[config.mk]
export PLATFORM = sky130hd
export DESIGN_NAME = calc_port_master
export DESIGN_NICKNAME = d
export VERILOG_FILES = /design/src/rtl/calc_port_master.sv
export SDC_FILE = /design/constraint.sdc
export NUM_CORES = 1
export LEC_CHECK = 0
export ABC_AREA = 0
export BUFFER_PORTS_ARGS = -buffer_cell sky130_fd_sc_hd__buf_2
export CAP_MARGIN = 5
export CORE_MARGIN = 2
export CORE_UTILIZATION = 64
export CTS_BUF_LIST = sky130_fd_sc_hd__clkbuf_2
export DETAILED_ROUTE_END_ITERATION = 10
export PLACE_DENSITY_LB_ADDON = 0.05
export SLEW_MARGIN = 20
export SYNTH_ARGS = -nofsm -noshare
export SYNTH_HDL_FRONTEND = slang
export SYNTH_SLANG_ARGS = --single-unit
[constraint.sdc]
create_clock -name clk -period 6.21 [get_ports clk]
set_input_delay 0.621 -clock clk [delete_from_list [all_inputs] [get_ports clk]]
set_output_delay 0.621 -clock clk [all_outputs]
set_load 0.1 [all_outputs]
[src/rtl/calc_port_master.sv]
// calc_port_master: request driver for one calc1 port.
// Buffers {cmd, op1, op2} operations in a small FIFO and serializes each one
// onto the two-cycle calc1 request protocol. It then waits for the port's
// response, with a timeout, and returns the result on a valid/ready stream.
// Only one operation is outstanding at a time.
// Optional feature macro: CALC_CMD_FILTER_EN. When it is defined, commands
// outside {1,2,5,6} are answered locally with resp=2 and never reach calc1.
module calc_port_master #(
    parameter int DATA_WIDTH = 32,
    parameter int RESP_WIDTH = 2,
    parameter int CMD_WIDTH  = 4,
    parameter int FIFO_DEPTH = 4,
    parameter int TIMEOUT    = 64
) (
    input  logic                  clk,
    input  logic                  rst,
    input  logic                  s_valid,
    output logic                  s_ready,
    input  logic [CMD_WIDTH-1:0]  s_cmd,
    input  logic [DATA_WIDTH-1:0] s_op1,
    input  logic [DATA_WIDTH-1:0] s_op2,
    output logic [CMD_WIDTH-1:0]  req_cmd_in,
    output logic [DATA_WIDTH-1:0] req_data_in,
    input  logic [RESP_WIDTH-1:0] out_resp,
    input  logic [DATA_WIDTH-1:0] out_data,
    output logic                  m_valid,
    input  logic                  m_ready,
    output logic [RESP_WIDTH-1:0] m_resp,
    output logic [DATA_WIDTH-1:0] m_data,
    output logic                  m_timeout,
    output logic                  busy,
    output logic                  spurious
);
    localparam int AW = $clog2(FIFO_DEPTH);
    localparam int TW = $clog2(TIMEOUT + 1);
    localparam logic [TW-1:0] TMAX = TW'(TIMEOUT);
    localparam logic [AW:0]   FULL = (AW+1)'(FIFO_DEPTH);

    typedef enum logic [2:0] {IDLE, CMD, OP2, WAIT, HOLD} state_t;
    typedef struct packed {
        logic [CMD_WIDTH-1:0]  cmd;
        logic [DATA_WIDTH-1:0] op1;
        logic [DATA_WIDTH-1:0] op2;
    } entry_t;

    entry_t                mem_q [FIFO_DEPTH];
    entry_t                head;
    logic [AW-1:0]         wptr_q, rptr_q;
    logic [AW:0]           count_q;
    logic                  push, pop, resp_seen;
    state_t                state_q, state_d;
    logic [CMD_WIDTH-1:0]  cmd_q;
    logic [DATA_WIDTH-1:0] op1_q, op2_q;
    logic [TW-1:0]         timer_q, timer_d;
    logic                  m_valid_q, m_valid_d, m_timeout_q, m_timeout_d;
    logic [RESP_WIDTH-1:0] m_resp_q, m_resp_d;
    logic [DATA_WIDTH-1:0] m_data_q, m_data_d;
    logic                  spurious_q, spurious_d;

`ifdef CALC_CMD_FILTER_EN
    function automatic logic cmd_ok(input logic [CMD_WIDTH-1:0] c);
        return (c == CMD_WIDTH'(1)) || (c == CMD_WIDTH'(2)) ||
               (c == CMD_WIDTH'(5)) || (c == CMD_WIDTH'(6));
    endfunction
`endif

    // s_ready looks only at the count; a pop in the same cycle does not free a slot early
    assign s_ready   = (count_q != FULL);
    assign push      = s_valid && s_ready;
    assign pop       = (state_q == IDLE) && (count_q != '0);
    assign head      = mem_q[rptr_q];
    assign resp_seen = (out_resp != '0);

    // FIFO storage; contents need no reset because the pointers and count gate all reads
    always_ff @(posedge clk) begin
        if (push) mem_q[wptr_q] <= '{cmd: s_cmd, op1: s_op1, op2: s_op2};
    end

    // FIFO pointers and occupancy
    always_ff @(posedge clk or negedge rst) begin
        if (!rst) begin
            wptr_q  <= '0;
            rptr_q  <= '0;
            count_q <= '0;
        end else begin
            if (push) wptr_q <= wptr_q + AW'(1);
            if (pop)  rptr_q <= rptr_q + AW'(1);
            case ({push, pop})
                2'b10:   count_q <= count_q + (AW+1)'(1);
                2'b01:   count_q <= count_q - (AW+1)'(1);
                default: ;
            endcase
        end
    end

    // State register, working operands, result and status registers
    always_ff @(posedge clk or negedge rst) begin
        if (!rst) begin
            state_q     <= IDLE;
            cmd_q       <= '0;
            op1_q       <= '0;
            op2_q       <= '0;
            timer_q     <= '0;
            m_valid_q   <= 1'b0;
            m_resp_q    <= '0;
            m_data_q    <= '0;
            m_timeout_q <= 1'b0;
            spurious_q  <= 1'b0;
        end else begin
            state_q     <= state_d;
            timer_q     <= timer_d;
            m_valid_q   <= m_valid_d;
            m_resp_q    <= m_resp_d;
            m_data_q    <= m_data_d;
            m_timeout_q <= m_timeout_d;
            spurious_q  <= spurious_d;
            if (pop) begin
                cmd_q <= head.cmd;
                op1_q <= head.op1;
                op2_q <= head.op2;
            end
        end
    end

    // Next-state logic: a response in the final WAIT cycle takes priority over the timeout
    always_comb begin
        state_d = state_q;
        case (state_q)
            IDLE: if (pop) begin
`ifdef CALC_CMD_FILTER_EN
                state_d = cmd_ok(head.cmd) ? CMD : HOLD;
`else
                state_d = CMD;
`endif
            end
            CMD:  state_d = OP2;
            OP2:  state_d = WAIT;
            WAIT: if (resp_seen || (timer_q == TMAX)) state_d = HOLD;
            HOLD: if (m_ready) state_d = IDLE;
            default: state_d = IDLE;
        endcase
    end

    // Timer, result capture and sticky spurious-response flag
    always_comb begin
        timer_d     = timer_q;
        m_valid_d   = m_valid_q;
        m_resp_d    = m_resp_q;
        m_data_d    = m_data_q;
        m_timeout_d = m_timeout_q;
        spurious_d  = spurious_q | (resp_seen && (state_q != WAIT));
        case (state_q)
`ifdef CALC_CMD_FILTER_EN
            IDLE: if (pop && !cmd_ok(head.cmd)) begin
                m_valid_d   = 1'b1;
                m_resp_d    = RESP_WIDTH'(2);
                m_data_d    = '0;
                m_timeout_d = 1'b0;
            end
`endif
            OP2: timer_d = '0;
            WAIT: begin
                if (resp_seen) begin
                    m_valid_d   = 1'b1;
                    m_resp_d    = out_resp;
                    m_data_d    = out_data;
                    m_timeout_d = 1'b0;
                end else if (timer_q == TMAX) begin
                    m_valid_d   = 1'b1;
                    m_resp_d    = '0;
                    m_data_d    = '0;
                    m_timeout_d = 1'b1;
                end else begin
                    timer_d = timer_q + TW'(1);
                end
            end
            HOLD: if (m_ready) begin
                m_valid_d   = 1'b0;
                m_resp_d    = '0;
                m_data_d    = '0;
                m_timeout_d = 1'b0;
            end
            default: ;
        endcase
    end

    // calc1 request drive: command with op1, then op2, and idle zeros everywhere else
    always_comb begin
        req_cmd_in  = '0;
        req_data_in = '0;
        case (state_q)
            CMD: begin
                req_cmd_in  = cmd_q;
                req_data_in = op1_q;
            end
            OP2: req_data_in = op2_q;
            default: ;
        endcase
    end

    assign busy      = (state_q != IDLE) || (count_q != '0);
    assign m_valid   = m_valid_q;
    assign m_resp    = m_resp_q;
    assign m_data    = m_data_q;
    assign m_timeout = m_timeout_q;
    assign spurious  = spurious_q;

endmodule

==> results of run 1 <==
[cell usage in the layout (no fill, tap or decap), types with 5 or more instances in the layout]
master	Yosys	layout
sky130_fd_sc_hd__buf_4	2	5
sky130_fd_sc_hd__mux2_1	5	5
sky130_fd_sc_hd__dlygate4sd3_1	0	104
sky130_fd_sc_hd__a22o_2	30	30
sky130_fd_sc_hd__nand2_1	16	16
sky130_fd_sc_hd__mux4_2	68	68
sky130_fd_sc_hd__edfxtp_1	272	272
sky130_fd_sc_hd__mux2_2	64	64
sky130_fd_sc_hd__clkbuf_2	0	150
sky130_fd_sc_hd__and2_1	6	6
sky130_fd_sc_hd__a22o_1	36	36
sky130_fd_sc_hd__buf_2	11	179
sky130_fd_sc_hd__dfrtp_1	122	120
sky130_fd_sc_hd__o21ai_0	5	5
sky130_fd_sc_hd__clkinv_1	0	16
sky130_fd_sc_hd__nand3_1	5	5
sky130_fd_sc_hd__ha_1	7	7
sky130_fd_sc_hd__inv_1	9	9
[kinds of logic after synthesis]
kind of cell,share of synthesized area
AOI/OAI and AO/OA,0.0547
xor gates and xnor gates,0.00348
adders and majority gates,0.00713
buffers and inverters,0.0198
DFF,0.743
muxes,0.153
and+or+nand+nor,0.0189
[what timing repair did]
item / CTS / global route
hold buffers: 104 / 0
hold endpoints to repair: 360 / 0
setup buffers: 0 / 0
[layout make-up]
class | instances | area, um^2
clock inverters | 26 | 184
well taps | 319 | 399
diodes | 4 | 10.0
inverters | 9 | 33.8
fillers | 1332 | 5040
repair buffers | 292 | 2060
flip-flops and latches | 394 | 11200
multi-input cells | 294 | 3620
clock buffers | 150 | 751
[per-stage QoR]
| step | instances | hold slack [ns] | utilization | setup WS, ns | instance area (um^2) |
|---|---|---|---|---|---|
| 4_1_cts | 1481 | 0.112 | 0.780 | 1.96 | 18200 |
| 3_3_place_gp | 1201 | 0.459 | 0.695 | 3.03 | 16200 |
| 3_5_place_dp | 1201 | 0.477 | 0.695 | 2.96 | 16200 |
| 2_1_floorplan | 738 | 0.325 | - | 2.75 | 15100 |
| 6_report | 1488 | 0.231 | 0.784 | 2.08 | 18300 |
| 5_1_grt | 1487 | 0.130 | 0.784 | 1.80 | 18300 |
[how the worst min path moves through the flow]
stage / cells past startpoint / startpoint / slack, ns / end
floorplan: 0 / rst / 0.33 / cmd_q[0]
global placement: 1 / spurious / 0.46 / spurious
detailed placement: 1 / m_data[29] / 0.48 / m_data[29]
CTS: 3 / s_valid / 0.11 / wptr_q[0]
global route: 3 / s_valid / 0.13 / wptr_q[0]
finish: 3 / s_valid / 0.23 / wptr_q[0]
[routing by layer]
| metal | vias to the layer above | track usage | part of all wire |
|---|---|---|---|
| li1 | 3771 | - | - |
| met1 | 4356 | 0.327 | 0.41 |
| met2 | 286 | 0.438 | 0.52 |
| met3 | 35 | 0.0545 | 0.054 |
| met4 | 0 | 0.0896 | 0.012 |
| met5 | - | 0 | 0 |
[state kept, by name, indices dropped and copies added (netlist names)]
| register | count |
|---|---|
| m_valid | 1 |
| timer_q | 7 |
| rptr_q | 2 |
| wptr_q | 2 |
| count_q | 3 |
| spurious | 1 |
| m_data | 32 |
| op2_q | 32 |
| cmd_q | 4 |
| m_timeout | 1 |
| op1_q | 32 |
| mem_q | 272 |
| state_q | 3 |
| m_resp | 2 |
[critical path: stages (launching register included)]
cell and delay, ns:
sky130_fd_sc_hd__dfrtp_1 0.74, sky130_fd_sc_hd__nor3b_4 0.87, sky130_fd_sc_hd__buf_4 0.42, sky130_fd_sc_hd__a22o_1 0.20
sky130_fd_sc_hd__buf_2 0.43
==> results.json, run 1 <==
{
  "critPathCapture": "req_data_in[11]",
  "place.detailed.hpwl_um": 16400,
  "hold_path.class": "primary input to flip-flop",
  "worstPathMaxFanout": 21,
  "final_max_slew_viol_count": 0,
  "initial_utilization": 0.647,
  "worstSetupEndpointType": "output pin",
  "tightestPinTransition_ns": 1.10,
  "timing.final.crit_share": 0.665,
  "mappedNetlistNets": 852,
  "route.antenna.remaining_nets": 0,
  "dieArea_mm2": 0.0248,
  "skew_ns": 0.0620,
  "critical_path.reg2reg.startpoint": "state_q[0]",
  "grt_max_degree": 72,
  "post_cts_resized": 0,
  "clk_pin_slew_worst_paths_ns": 0.11,
  "drc_errors": 0,
  "nets": 1199,
  "synth_cell_types": 47,
  "max_cap_viol_count": 0,
  "io_buffers": 180,
  "pin_count": 181,
  "finalSetupViolCount": 0,
  "grt_pass1_vias": 9211,
  "final.setup.tns_ns": 0,
  "synth_ff_type": "sky130_fd_sc_hd__edfxtp_1",
  "grt_pass1_wl_um": 47800,
  "rr_endpoint": "count_q[2]",
  "largest_cells_by_area_after_synthesis": "sky130_fd_sc_hd__edfxtp_1, sky130_fd_sc_hd__dfrtp_1, sky130_fd_sc_hd__mux4_2",
  "synth.ff_latch_count": 394,
  "numClockSinks": 394,
  "cp-startpoint": "state_q[0]",
  "wp_data_required_ns": 5.59,
  "grt-ovfl-total": 0,
  "number_of_antenna_violations_at_the_first_check_in_global_routing": 3,
  "syn_area_mm2": 0.0151,
  "setup.worst_path.class": "flip-flop to output pin",
  "h-tree-depth": 3,
  "number_of_cells_on_the_worst_reg_to_reg_path": 8,
  "average_footprint_of_a_synthesized_cell_um2": 20.5,
  "rsz_0062_raised_after_global_routing": "false",
  "synth_top_area_cell": "sky130_fd_sc_hd__edfxtp_1",
  "drt_initial_violations": 500,
  "post_synth_top_area_share": 0.541,
  "slew-limit-headroom": 0.269,
  "die_span_x_um": 158,
  "routed_wl_um": 30600,
  "tritoncts": "built",
  "firstDrtPassIters": 4,
  "post-route-min-period_ns": 4.13,
  "syn_inst": 738,
  "post-synth-top-count-cell": "sky130_fd_sc_hd__edfxtp_1",
  "critical_path.startpoint_type": "flip-flop",
  "floorplan.rows": 56,
  "finalWeightedCongestion": 0.802,
  "clock_tree.buffer_depth": 3,
  "synth.yosys.warnings": 0,
  "root_buffer": "sky130_fd_sc_hd__clkbuf_2",
  "fraction_of_synthesis_flops_using_an_asynchronous_set_or_reset_pin": 0.310,
  "grtUsageTotal": 0.255,
  "post_synth_edffs": 272,
  "design.core.area_mm2": 0.0233,
  "result_of_the_run": "complete, no violations",
  "cts_buffers": 94,
  "fmaxAchievable_mhz": 242,
  "flow.area_growth_from_synthesis_pct": 21.1,
  "avgViaCountPerCell": 5.68,
  "dr_total_vias": 8448,
  "synth.yosys.seq_area_share": 0.743,
  "cp_data_arrival_time_ns": 3.51,
  "drt-wirelength-per-cell_um": 20.6,
  "reg2reg_setup_slack_ns": 3.08,
  "drive_above_1_share": 0.451,
  "die_height_um": 158,
  "worst_skew_pair.late_latency_ns": 0.86,
  "synth.top_cells.by_count": "sky130_fd_sc_hd__edfxtp_1, sky130_fd_sc_hd__dfrtp_1, sky130_fd_sc_hd__mux4_2, sky130_fd_sc_hd__mux2_2, sky130_fd_sc_hd__a22o_1",
  "hold_viol": 0
}
Power of run 1 is not shown: default switching activity piles up to over one toggle a cycle in this logic, so the estimate is an artifact.
==> inputs of run 2 (changes only) <==
--- a/config.mk
+++ b/config.mk
@@ -9,7 +9,7 @@
 export BUFFER_PORTS_ARGS = -buffer_cell sky130_fd_sc_hd__buf_2
 export CAP_MARGIN = 5
 export CORE_MARGIN = 2
-export CORE_UTILIZATION = 64
+export CORE_UTILIZATION = 60
 export CTS_BUF_LIST = sky130_fd_sc_hd__clkbuf_2
 export DETAILED_ROUTE_END_ITERATION = 10
 export PLACE_DENSITY_LB_ADDON = 0.05
==> constraint.sdc (replaced) <==
create_clock -name clk -period 3.9 [get_ports clk]
set_input_delay 0.39 -clock clk [delete_from_list [all_inputs] [get_ports clk]]
set_output_delay 0.39 -clock clk [all_outputs]
set_load 0.1 [all_outputs]
==> run 2 against run 1 <==
  * Non-clock buffer count grew 10
  * Clock skew increased by 0.010 ns
  * Core utilization fell by 4.9 points
  * Final area is 0.36% higher
  * Routed wire length increased by 0.73%
  * Worst hold slack worse by 0.030 ns
==> results.json, run 2 (synthesis gave the netlist of run 1 again) <==
{
  "filler_cell_count": 1582,
  "place.detailed.hpwl_um": 16700,
  "reg2reg_setup_slack_ns": 1.45,
  "instances_no_fill": 1508,
  "drive_above_1_share": 0.443,
  "cpMaxStageDelayCell": "sky130_fd_sc_hd__dfrtp_1",
  "registers.top_by_ff_count": "mem_q",
  "nets": 1210,
  "cp_cell_sequence": "nand2b_1, nor2_4, buf_4, a22o_1, buf_2",
  "number_of_antenna_violations_at_the_first_check_in_global_routing": 1,
  "routed_wl_um": 30800,
  "critical_path.startpoint_type": "flip-flop",
  "max_cap_viol_count": 0,
  "initial_utilization": 0.605,
  "grt_pass1_vias": 9087,
  "critical_path.max_stage_delay_ns": 0.61,
  "numClockSinks": 394,
  "hold_path.class": "primary input to asynchronous set/reset pin",
  "wp_data_required_ns": 3.51,
  "grt_pass1_wl_um": 48200,
  "largest_register_ffs": 272,
  "die_height_um": 163,
  "final.setup.tns_ns": 0,
  "root_buffer": "sky130_fd_sc_hd__clkbuf_2",
  "fin_area_mm2": 0.0184,
  "drc_errors": 0,
  "flow.area_growth_from_synthesis_pct": 21.6,
  "route.antenna.remaining_nets": 0,
  "rsz_0062_raised_after_global_routing": "false",
  "finalSetupViolCount": 0,
  "clock_tree.buffer_depth": 3,
  "worst_skew_pair.late_latency_ns": 0.89,
  "drt_initial_violations": 675,
  "critical_path.reg2reg.startpoint": "state_q[0]",
  "final_max_slew_viol_count": 0,
  "seq_area_mm2": 0.0112,
  "grt-ovfl-total": 0,
  "avgViaCountPerCell": 5.60,
  "firstDrtPassIters": 7,
  "most-common-layout-cells": "sky130_fd_sc_hd__edfxtp_1, sky130_fd_sc_hd__buf_2, sky130_fd_sc_hd__clkbuf_2",
  "tightestPinTransition_ns": 1.08,
  "floorplan.rows": 58,
  "post_cts_resized": 0,
  "post-route-min-period_ns": 3.36,
  "combined_area_of_the_multi_input_logic_cells_mm2": 0.00362,
  "final_common_cell": "sky130_fd_sc_hd__edfxtp_1",
  "grtUsageTotal": 0.241,
  "dr_total_vias": 8441,
  "worstSetupEndpointType": "output pin",
  "clk_pin_slew_worst_paths_ns": 0.11,
  "setup.worst_path.class": "flip-flop to output pin",
  "tritoncts": "built",
  "worstPathMaxFanout": 16,
  "number_of_cells_on_the_worst_reg_to_reg_path": 3,
  "drt-wirelength-per-cell_um": 20.4,
  "hold_viol": 0,
  "h-tree-depth": 3,
  "pin_count": 181,
  "io_buffers": 180,
  "fmaxAchievable_mhz": 297,
  "timing.final.crit_share": 0.863,
  "slew-limit-headroom": 0.280,
  "dieArea_mm2": 0.0265,
  "cts_buffers": 95,
  "skew_ns": 0.0721,
  "post_dp_cell_area_mm2": 0.0163,
  "result_of_the_run": "complete, no violations",
  "finalWeightedCongestion": 0.835,
  "cp_data_arrival_time_ns": 2.97,
  "design.core.area_mm2": 0.0250,
  "dp.cells": 1218,
  "die_span_x_um": 163,
  "grt_max_degree": 100,
  "rr_endpoint": "op2_q[2]"
}
run 2: changes by cell type in the layout (fill, tap and decap cells not counted), moves of 2 or more:
| cell | delta |
|---|---|
| sky130_fd_sc_hd__buf_4 | +9 |
| sky130_fd_sc_hd__clkbuf_2 | -11 |
| sky130_fd_sc_hd__clkinv_1 | +15 |
| sky130_fd_sc_hd__clkinv_2 | -2 |
| sky130_fd_sc_hd__clkinv_4 | +2 |
| sky130_fd_sc_hd__diode_2 | -3 |
| sky130_fd_sc_hd__inv_2 | -2 |
run 2: worst max path at each step:
stage                           from  slack, ns              end  depth (start not counted)
after floorplan           count_q[0]       0.44      mem_q[0][0]                          3
after global placement    state_q[1]       1.23  req_data_in[11]                          5
after detailed placement  state_q[1]       1.16  req_data_in[11]                          5
after CTS                 state_q[1]       0.20   req_data_in[0]                          5
after global routing      state_q[1]       0.31  req_data_in[31]                          5
final                     state_q[1]       0.54  req_data_in[31]                          5
run 2: timing repair:
| item | 4_1_cts | 5_1_grt |
|---|---|---|
| setup buffers | 0 | 4 |
| setup endpoints to repair | 0 | 15 |
| hold buffers | 105 | 0 |
| endpoints found under the hold margin | 415 | 0 |
run 2: per-stage QoR:
step	hold WS (ns)	utilization	setup slack (ns)
global route	0.137	0.735	0.309
floorplan	0.0944	-	0.436
global placement	0.457	0.653	1.23
finish	0.201	0.735	0.536
detailed placement	0.466	0.653	1.16
CTS	0.149	0.731	0.201
run 2: per-layer routing:
metal | GRT usage | vias to the layer above | part of all wire
met5 | 0 | - | 0
met4 | 0.0732 | 0 | 0.015
met3 | 0.0591 | 41 | 0.069
met2 | 0.414 | 352 | 0.51
met1 | 0.309 | 4268 | 0.41
li1 | - | 3780 | -
run 2: worst max-delay path, delay by kind of cell, from the launching register on:
kind            cells  cell delay [ns]
flops               1             0.61
buf+inv             2             0.76
simple gates        2             0.56
compound gates      1             0.19
run 2: cell type report:
| type | instances | share of cell area |
|---|---|---|
| sequential | 394 | 0.612 |
| multi-input combinational | 294 | 0.197 |
| timing repair buffer | 302 | 0.117 |
| clock buffer | 139 | 0.0379 |
| tap | 330 | 0.0225 |
| clock inverter | 39 | 0.0119 |
| inverter | 9 | 0.00184 |
| antenna | 1 | 0.000136 |
Power of run 2 is left out for the same reason.
